<file path="src/rtl/vn_accumulator_if.sv">
`default_nettype none
// ============================================================================
// Module   : vn_accumulator_if
// Purpose  : Beat-in / result-out handshake bundle for the variable-node accumulator.
// Revision : 1.0
// ============================================================================
interface vn_accumulator_if #(
    parameter int W = 6
);
    logic [W-1:0] in_data;
    logic         in_valid;
    logic         in_ready;
    logic [W-1:0] out_sum;
    logic         hard_bit;
    logic         out_valid;
    logic         out_ready;

    modport master (
        output in_data,
        output in_valid,
        output out_ready,
        input  in_ready,
        input  out_sum,
        input  hard_bit,
        input  out_valid
    );

    modport slave (
        input  in_data,
        input  in_valid,
        input  out_ready,
        output in_ready,
        output out_sum,
        output hard_bit,
        output out_valid
    );
endinterface
`default_nettype wire

</file>
<file path="src/rtl/vn_accumulator.sv">
`default_nettype none
// ============================================================================
// Module   : vn_accumulator
// Purpose  : Sums channel LLR plus DEG check messages, outputs clamped sum and hard bit.
// Revision : 1.0
// ============================================================================
module vn_accumulator #(
    parameter int W     = 6,
    parameter int DEG   = 3,
    parameter int ACC_W = W + $clog2(DEG + 1)
) (
    input  logic              clk,
    input  logic              rst_n,
    vn_accumulator_if.slave   bus
);
    localparam int CNT_W = $clog2(DEG + 2);

    localparam logic [1:0] C_IDLE  = 2'd0;
    localparam logic [1:0] C_ACCUM = 2'd1;
    localparam logic [1:0] C_HOLD  = 2'd2;

    localparam logic [CNT_W-1:0]        C_CNT_LAST = CNT_W'(DEG);
    localparam logic [CNT_W-1:0]        C_CNT_ONE  = CNT_W'(1);
    localparam logic signed [ACC_W-1:0] C_ACC_MAX  = ACC_W'((2 ** (W - 1)) - 1);
    localparam logic signed [ACC_W-1:0] C_ACC_MIN  = -C_ACC_MAX;
    localparam logic signed [W-1:0]     C_OUT_MAX  = W'((2 ** (W - 1)) - 1);
    localparam logic signed [W-1:0]     C_OUT_MIN  = -C_OUT_MAX;

    logic [1:0]       r_state;
    logic [1:0]       w_state_nxt;
    logic [ACC_W-1:0] r_acc;
    logic [CNT_W-1:0] r_cnt;
    logic [W-1:0]     r_out_sum;
    logic             r_hard_bit;

    logic             w_in_ready;
    logic             w_out_valid;
    logic             w_accept;
    logic             w_last;
    logic [ACC_W-1:0] w_op_a;
    logic [ACC_W-1:0] w_op_b;
    logic [ACC_W-1:0] w_sum;
    logic [ACC_W-1:0] w_carry;
    logic [W-1:0]     w_sat;

    // ------------------------------------------------------------------
    // State register
    // ------------------------------------------------------------------
    always_ff @(posedge clk) begin
        if (!rst_n) begin
            r_state <= C_IDLE;
        end else begin
            r_state <= w_state_nxt;
        end
    end

    // ------------------------------------------------------------------
    // Next-state logic
    // ------------------------------------------------------------------
    always_comb begin
        w_state_nxt = r_state;
        case (r_state)
            C_IDLE: begin
                if (w_accept) begin
                    w_state_nxt = C_ACCUM;
                end
            end
            C_ACCUM: begin
                if (w_accept && w_last) begin
                    w_state_nxt = C_HOLD;
                end
            end
            C_HOLD: begin
                if (bus.out_ready) begin
                    w_state_nxt = C_IDLE;
                end
            end
            default: w_state_nxt = C_IDLE;
        endcase
    end

    // ------------------------------------------------------------------
    // Output decode; in_ready is forced low while reset is asserted
    // ------------------------------------------------------------------
    always_comb begin
        w_in_ready  = 1'b0;
        w_out_valid = 1'b0;
        case (r_state)
            C_IDLE:  w_in_ready  = rst_n;
            C_ACCUM: w_in_ready  = rst_n;
            C_HOLD:  w_out_valid = 1'b1;
            default: w_in_ready  = 1'b0;
        endcase
    end

    assign w_accept = bus.in_valid && w_in_ready;
    assign w_last   = (r_state == C_ACCUM) && (r_cnt == C_CNT_LAST);

    // ------------------------------------------------------------------
    // Ripple-carry adder: the first beat adds onto zero
    // ------------------------------------------------------------------
    assign w_op_a     = (r_state == C_IDLE) ? '0 : r_acc;
    assign w_op_b     = {{(ACC_W - W){bus.in_data[W-1]}}, bus.in_data};
    assign w_carry[0] = 1'b0;

    for (genvar gi = 0; gi < ACC_W; gi++) begin : g_rca
        assign w_sum[gi] = w_op_a[gi] ^ w_op_b[gi] ^ w_carry[gi];
        if (gi < ACC_W - 1) begin : g_carry
            assign w_carry[gi+1] = (w_op_a[gi] & w_op_b[gi]) |
                                   (w_carry[gi] & (w_op_a[gi] ^ w_op_b[gi]));
        end
    end

    // Symmetric clamp keeps the most negative code off the output
    always_comb begin
        w_sat = w_sum[W-1:0];
        if ($signed(w_sum) > C_ACC_MAX) begin
            w_sat = C_OUT_MAX;
        end else if ($signed(w_sum) < C_ACC_MIN) begin
            w_sat = C_OUT_MIN;
        end
    end

    // ------------------------------------------------------------------
    // Accumulator, beat counter and registered result
    // ------------------------------------------------------------------
    always_ff @(posedge clk) begin
        if (!rst_n) begin
            r_acc      <= '0;
            r_cnt      <= '0;
            r_out_sum  <= '0;
            r_hard_bit <= 1'b0;
        end else if (w_accept) begin
            r_acc <= w_sum;
            r_cnt <= (r_state == C_IDLE) ? C_CNT_ONE : (r_cnt + C_CNT_ONE);
            if (w_last) begin
                r_out_sum  <= w_sat;
                r_hard_bit <= w_sum[ACC_W-1];
            end
        end
    end

    assign bus.in_ready  = w_in_ready;
    assign bus.out_valid = w_out_valid;
    assign bus.out_sum   = r_out_sum;
    assign bus.hard_bit  = r_hard_bit;

endmodule
`default_nettype wire
</file>
<file path="src/flat_wrapper.sv">
// flat-port wrapper written by rule: the top's interface ports become plain ports
module vn_accumulator_flat 
#(
    parameter int W     = 6,
    parameter int DEG   = 3,
    parameter int ACC_W = W + $clog2(DEG + 1)
)
  (clk, rst_n, bus_in_data, bus_in_valid, bus_out_ready, bus_in_ready, bus_out_sum, bus_hard_bit, bus_out_valid);
  vn_accumulator_if #(.W(W)) bus_i ();
  input  logic clk;
  input  logic rst_n;
  input wire logic [$bits(bus_i.in_data)-1:0] bus_in_data;
  input wire logic [$bits(bus_i.in_valid)-1:0] bus_in_valid;
  input wire logic [$bits(bus_i.out_ready)-1:0] bus_out_ready;
  output wire logic [$bits(bus_i.in_ready)-1:0] bus_in_ready;
  output wire logic [$bits(bus_i.out_sum)-1:0] bus_out_sum;
  output wire logic [$bits(bus_i.hard_bit)-1:0] bus_hard_bit;
  output wire logic [$bits(bus_i.out_valid)-1:0] bus_out_valid;
  assign bus_i.in_data = bus_in_data;
  assign bus_i.in_valid = bus_in_valid;
  assign bus_i.out_ready = bus_out_ready;
  assign bus_in_ready = bus_i.in_ready;
  assign bus_out_sum = bus_i.out_sum;
  assign bus_hard_bit = bus_i.hard_bit;
  assign bus_out_valid = bus_i.out_valid;
  vn_accumulator #(.W(W), .DEG(DEG), .ACC_W(ACC_W)) u_core (.clk(clk), .rst_n(rst_n), .bus(bus_i));
endmodule
</file>
<file path="config.mk">
export PLATFORM = sky130hd
export DESIGN_NAME = vn_accumulator_flat
export DESIGN_NICKNAME = d
export VERILOG_FILES = /design/src/rtl/vn_accumulator_if.sv /design/src/rtl/vn_accumulator.sv /design/src/flat_wrapper.sv
export SDC_FILE = /design/constraint.sdc
export NUM_CORES = 1
export LEC_CHECK = 0
export CORE_MARGIN = 5
export CORE_UTILIZATION = 30
export DETAILED_ROUTE_END_ITERATION = 8
export GPL_TIMING_DRIVEN = 0
export PLACE_DENSITY_LB_ADDON = 0.15
export SLEW_MARGIN = 20
export SYNTH_ARGS = -nofsm -noshare
export SYNTH_HDL_FRONTEND = slang
export SYNTH_SLANG_ARGS = --single-unit
</file>
<file path="constraint.sdc">
create_clock -name clk -period 7.14 [get_ports clk]
set_clock_uncertainty 0.1 [all_clocks]
set_input_delay 1.428 -clock clk [delete_from_list [all_inputs] [get_ports clk]]
set_output_delay 1.428 -clock clk [all_outputs]
set_load 0.05 [all_outputs]
</file>
* Word-level counts from Yosys, hierarchy flattened
Cells that the tools add are included.
** Cells by class
- $add $sub $neg :: 1
- Order comparisons :: 2
- Equality and inequality tests :: 6
- Mux-type cells :: 10
- Bitwise operators :: 34
- Reduce and logical (&&, ||, !) cells :: 7
** Operators by type and width (number)
- 1-bit bitwise XOR :: 15
- 1-bit bitwise AND :: 13
- 6-bit two-way mux :: 2
- 8-bit by 6-bit > comparator with 1-bit output (second input constant) :: 1
- 8-bit by 6-bit less-than comparator with 1-bit output (second input constant) :: 1
- 8-bit two-way mux :: 1
- 2-bit two-way mux :: 3
- 1-bit bitwise OR :: 6
- 2-bit case mux with 3 select lines :: 1
- 2-bit by 1-bit != test with 1-bit output (second input constant) :: 2
- 3-bit by 1-bit adder with 3-bit output (second input constant) :: 1
- 3-bit by 2-bit equality test with 1-bit output (second input constant) :: 1
- 1-bit logical AND :: 3
- 3-bit two-way mux :: 1
- 3-bit AND reduction :: 1
- 2-bit by 1-bit equality test with 1-bit output (second input constant) :: 1
- 2-bit equality test (second input constant) :: 1
- 2-bit logical NOT :: 1
- 1-bit two-way mux :: 2
- 2-bit != test (second input constant) :: 1
- 2-bit AND reduction :: 1
- 2-bit OR reduction :: 1
** Word-level totals
- Register bits after elaboration :: 20
- Bits of input ports :: 10
- Output and inout bits :: 9
- Word-level logic and storage cells :: 65

* Longest topological paths before layout
- Depth in word-level cells :: 19
- Gate-level depth with buffers :: 18
- Gate-level depth less buffers :: 17

* Worst setup path after synthesis
OpenSTA, ideal clock, no wires.
- Kind :: input -> register
- From :: in bus_in_data[0]
- To :: reg u_core.r_out_sum[0], in the netlist u_core.bus.out_sum[0]
- Setup time :: 122 ps
- Data arrival time :: 4301 ps
- Data required time :: 6918 ps
- Path slack :: 2617 ps
- Stages on the path :: 15
- Buffers on the path :: 0
- Cell sequence :: ha_1 > inv_1 > fa_1 > fa_1 > inv_1 > fa_1 > fa_1 > inv_1 > fa_1 > inv_1 > fa_1 > inv_1 > a311o_1 > a21o_1 > o311a_1
** On the way
- Elaborated cells between the ends (all ways) :: 25
- Classes of those cells :: order compare (2); mux (2); bitwise (21)
** RTL lines
- start: declaration :: RTL line flat_wrapper.sv:12 : input wire logic [$bits(bus_i.in_data)-1:0] bus_in_data;
- 1-bit bitwise AND (*) :: RTL line vn_accumulator.sv:109 : assign w_carry[gi+1] = (w_op_a[gi] & w_op_b[gi]) |
- 1-bit bitwise AND (*) :: RTL line vn_accumulator.sv:110 : (w_carry[gi] & (w_op_a[gi] ^ w_op_b[gi]));
- 1-bit bitwise OR (*) :: RTL line vn_accumulator.sv:109
- 1-bit bitwise AND (*) :: RTL line vn_accumulator.sv:110
- 1-bit bitwise OR (*) :: RTL line vn_accumulator.sv:109
- 1-bit bitwise AND (*) :: RTL line vn_accumulator.sv:110
- 1-bit bitwise OR (*) :: RTL line vn_accumulator.sv:109
- 1-bit bitwise AND (*) :: RTL line vn_accumulator.sv:110
- 1-bit bitwise OR (*) :: RTL line vn_accumulator.sv:109
- 1-bit bitwise AND (*) :: RTL line vn_accumulator.sv:110
- 1-bit bitwise OR (*) :: RTL line vn_accumulator.sv:109
- 1-bit bitwise XOR (*) :: RTL line vn_accumulator.sv:107 : assign w_sum[gi] = w_op_a[gi] ^ w_op_b[gi] ^ w_carry[gi];
- named net u_core.w_sum[6] :: RTL line vn_accumulator.sv:42 : logic [ACC_W-1:0] w_sum;
- 8-bit by 6-bit less-than comparator with 1-bit output :: RTL line vn_accumulator.sv:119 : end else if ($signed(w_sum) < C_ACC_MIN) begin
- 6-bit two-way mux :: RTL line vn_accumulator.sv:119
- 6-bit two-way mux (*) :: RTL line vn_accumulator.sv:117 : if ($signed(w_sum) > C_ACC_MAX) begin
- end signal: assignment :: RTL line vn_accumulator.sv:137 : r_out_sum <= w_sat;
- end: declaration :: RTL line vn_accumulator.sv:33 : logic [W-1:0] r_out_sum;
The timed path passes the listed nets; every way through them passes the cells marked *.
A chain may end at the register's enable or synchronous reset.

* Final worst setup path
Same ends and word-level chain as after synthesis.

==> flow_metrics.env <==
export IMPL_status="completed"
export IMPL_num_io_pins=19
export IMPL_min_to="u_core.r_acc[0]"
export IMPL_die_x_um=69.16
export IMPL_syn_nets=136
export IMPL_finalNetCount=158
export IMPL_cts_tree="yes"
export IMPL_ir_drop_v=0.0001523
export IMPL_path_max_fanout=5
export IMPL_cp_arrival_ps=4900
export IMPL_num_antenna_cells=0
export IMPL_intPower_uw=153.7
export IMPL_drv_slew=0
export IMPL_max_slew_margin_rel=0.6644
export IMPL_async_flop_share=0
export IMPL_worst_slew_pin_slew_ps=501.9
export IMPL_power_frac_comb=0.188
export IMPL_power_density_nw_per_um2=163.5
export IMPL_clock_power_share=0.249
export IMPL_layout_common_cells="20 x nand2_1, 20 x dfxtp_1, 17 x clkdlybuf4s50_1"
export IMPL_cts_root_buf="clkbuf_4"
export IMPL_first_pass_iters=4
export IMPL_cp_data_required_time_ps=7230
export IMPL_leakagePower_nw=0.5190
export IMPL_drt_iter0_drc=25
export IMPL_wire_per_inst_um=11.83
export IMPL_cts_max_path_buffers=2
export IMPL_cts_sinks=20
export IMPL_drv_cap=0
export IMPL_timing_rr_end="u_core.bus.out_sum[0]"
export IMPL_clock_latency_ps=290
export IMPL_fp_dieH_um=69.16
export IMPL_dr_total_vias=839
export IMPL_postCtsSetupBuffers=0
export IMPL_rsz0062_at_grt="false"
export IMPL_cp_start_kind="input pin"
export IMPL_synth_seq_area_share=0.3814
export IMPL_area_growth_synth_to_final_pct=23.84
export IMPL_grt_usage=0.09731
export IMPL_hp_class="flip-flop to flip-flop"
export IMPL_seq_power_share=0.563
export IMPL_synth_cells=117
export IMPL_synth_edff_count=0
export IMPL_cts_hold_repair_buffers=0
export IMPL_gp_congestion=0.7501
export IMPL_clk_pin_slew_ps=110
export IMPL_grt_max_degree=11
export IMPL_drive_gt1_frac=0.07299
export IMPL_grt_antenna_before_repair=0
export IMPL_r2r_start="u_core.r_state[0]"
export IMPL_placementRows=21
export IMPL_netlist_area_um2=1050
export IMPL_syn_avg_cell_area_um2=8.972
export IMPL_sw_frac_of_total=0.2768
export IMPL_whs_path_depth=2
export IMPL_grt_pass1_wl_mm=3.857
export IMPL_rr_worst_depth=18
export IMPL_final_util=0.3865
export IMPL_die_area_um2=4782
export IMPL_fin_crit_sh=0.6740
export IMPL_p_switching_uw=58.85
export IMPL_hold_viol=0
export IMPL_dp_hpwl_mm=1.688
export IMPL_initial_core_util=0.3121
export IMPL_synthDistinctLibCells=32
export IMPL_r2r_slack_ps=2760
export IMPL_synth_warnings=0
export IMPL_cts_resized_gates=0
export IMPL_worstSetupPathType="input pin to flip-flop"
export IMPL_max_freq_mhz=207.8
export IMPL_endpoint_kind="flip-flop"
export IMPL_drt_total_wl_mm=2.164
export IMPL_grt_pass1_vias=833
export IMPL_coreArea_um2=3363
export IMPL_finalSetupViolCount=0
export IMPL_cts_htree_levels=1
export IMPL_finalSetupTns_ps=0
export IMPL_synth_top_flop_cell="dfxtp_1"
export IMPL_total_power_uw=212.6
export IMPL_cts_inserted_buffers=3
export IMPL_fin_crit_ps=4812
export IMPL_hold_start="u_core.r_acc[0]"
export IMPL_portBuffers=17
export IMPL_grt_overflow=0
export IMPL_vias_per_cell=4.585
export IMPL_ys_seq_elements=20
export IMPL_drc_errors=0
export IMPL_detail_route_antenna_nets=0
-- sequential cells by signal, summed over array words and instances (netlist names) --
name	count
u_core.r_acc	8
u_core.bus.out_sum	6
u_core.r_cnt	3
u_core.r_state	2
u_core.bus.hard_bit	1
-- through the flow --
| stage | instance area (µm²) | setup WS, ps | std cells | hold slack, ps |
|---|---|---|---|---|
| 4_1_cts | 1300 | 2333 | 183 | 360.7 |
| 5_1_grt | 1300 | 2191 | 183 | 384.7 |
| 3_3_place_gp | 1277 | 2030 | 180 | 336.6 |
| 2_1_floorplan | 1050 | 2617 | 117 | 329.5 |
| 6_report | 1300 | 2328 | 183 | 356.1 |
| 3_5_place_dp | 1277 | 1999 | 180 | 343.1 |
-- routing by layer --
metal	track usage	vias up	part of all wire
met1	0.1332	386	0.51
li1	-	435	-
met3	0.04070	2	0.050
met4	0.01952	0	0.0065
met5	0	-	0
met2	0.1430	16	0.43
-- cells by family after synthesis --
kind of cell               Yosys count  synth area share
AOI/OAI and AO/OA                   26            0.1657
and+or+nand+nor                     45            0.2241
DFF                                 20            0.3814
buffers and inverters               15           0.06198
adders and majority gates            9            0.1502
xor gates and xnor gates             2           0.01669
-- synth_stat cells, types with 2 or more instances --
cell      instances  area share
ha_1              3       0.036
a211oi_1          3       0.021
nand2_1          20       0.072
a221oi_1          4       0.033
clkbuf_1          2      0.0072
dfxtp_1          20        0.38
nor2_1            3       0.011
inv_1            10       0.036
a21oi_1           9       0.043
buf_4             2       0.014
nand2b_1          2       0.012
o21ai_0           2      0.0095
nand3_1           7       0.033
a21boi_0          2       0.014
and2_1            4       0.024
fa_1              6        0.11
a21o_1            2       0.014
nor3_1            2      0.0095
-- worst max-delay path, cell delays in order --
cell             delay (ps)
clkdlybuf4s50_1         400
ha_1                    190
inv_1                    60
fa_1                    170
fa_1                    160
inv_1                    50
fa_1                    370
fa_1                    370
inv_1                    80
fa_1                    160
inv_1                    50
fa_1                    480
inv_1                    80
a311o_1                 270
a21o_1                  240
o311a_1                 340
-- power by group through the flow --
stage / combinational (mW) / sequential (mW) / clock [mW]
after CTS: 0.0404 / 0.120 / 0.0564
after global routing: 0.0451 / 0.120 / 0.0634
after global placement: 0.0400 / 0.122 / 0
after detailed placement: 0.0403 / 0.122 / 0
final: 0.0401 / 0.120 / 0.0528
after floorplan: 0.0270 / 0.122 / 0
-- final cells by class --
type / count / area [µm²]
fill: 387 / 2063
multi-input combinational: 82 / 584.3
sequential: 20 / 400.4
timing repair buffer: 17 / 170.2
tap: 46 / 57.56
inverter: 10 / 37.54
buffer: 5 / 27.53
clock buffer: 3 / 22.52
-- worst max path at each step --
stage,startpoint,endpoint,cells past startpoint,slack [ps]
4_1_cts,bus_in_data[0],u_core.bus.out_sum[0],16,2330
2_1_floorplan,bus_in_data[0],u_core.bus.out_sum[0],15,2620
5_1_grt,bus_in_data[0],u_core.bus.out_sum[0],16,2190
3_3_place_gp,bus_in_data[0],u_core.bus.out_sum[0],16,2030
3_5_place_dp,bus_in_data[0],u_core.bus.out_sum[0],16,2000
6_report,bus_in_data[0],u_core.bus.out_sum[0],16,2330
(Power assumes the default switching activity.)
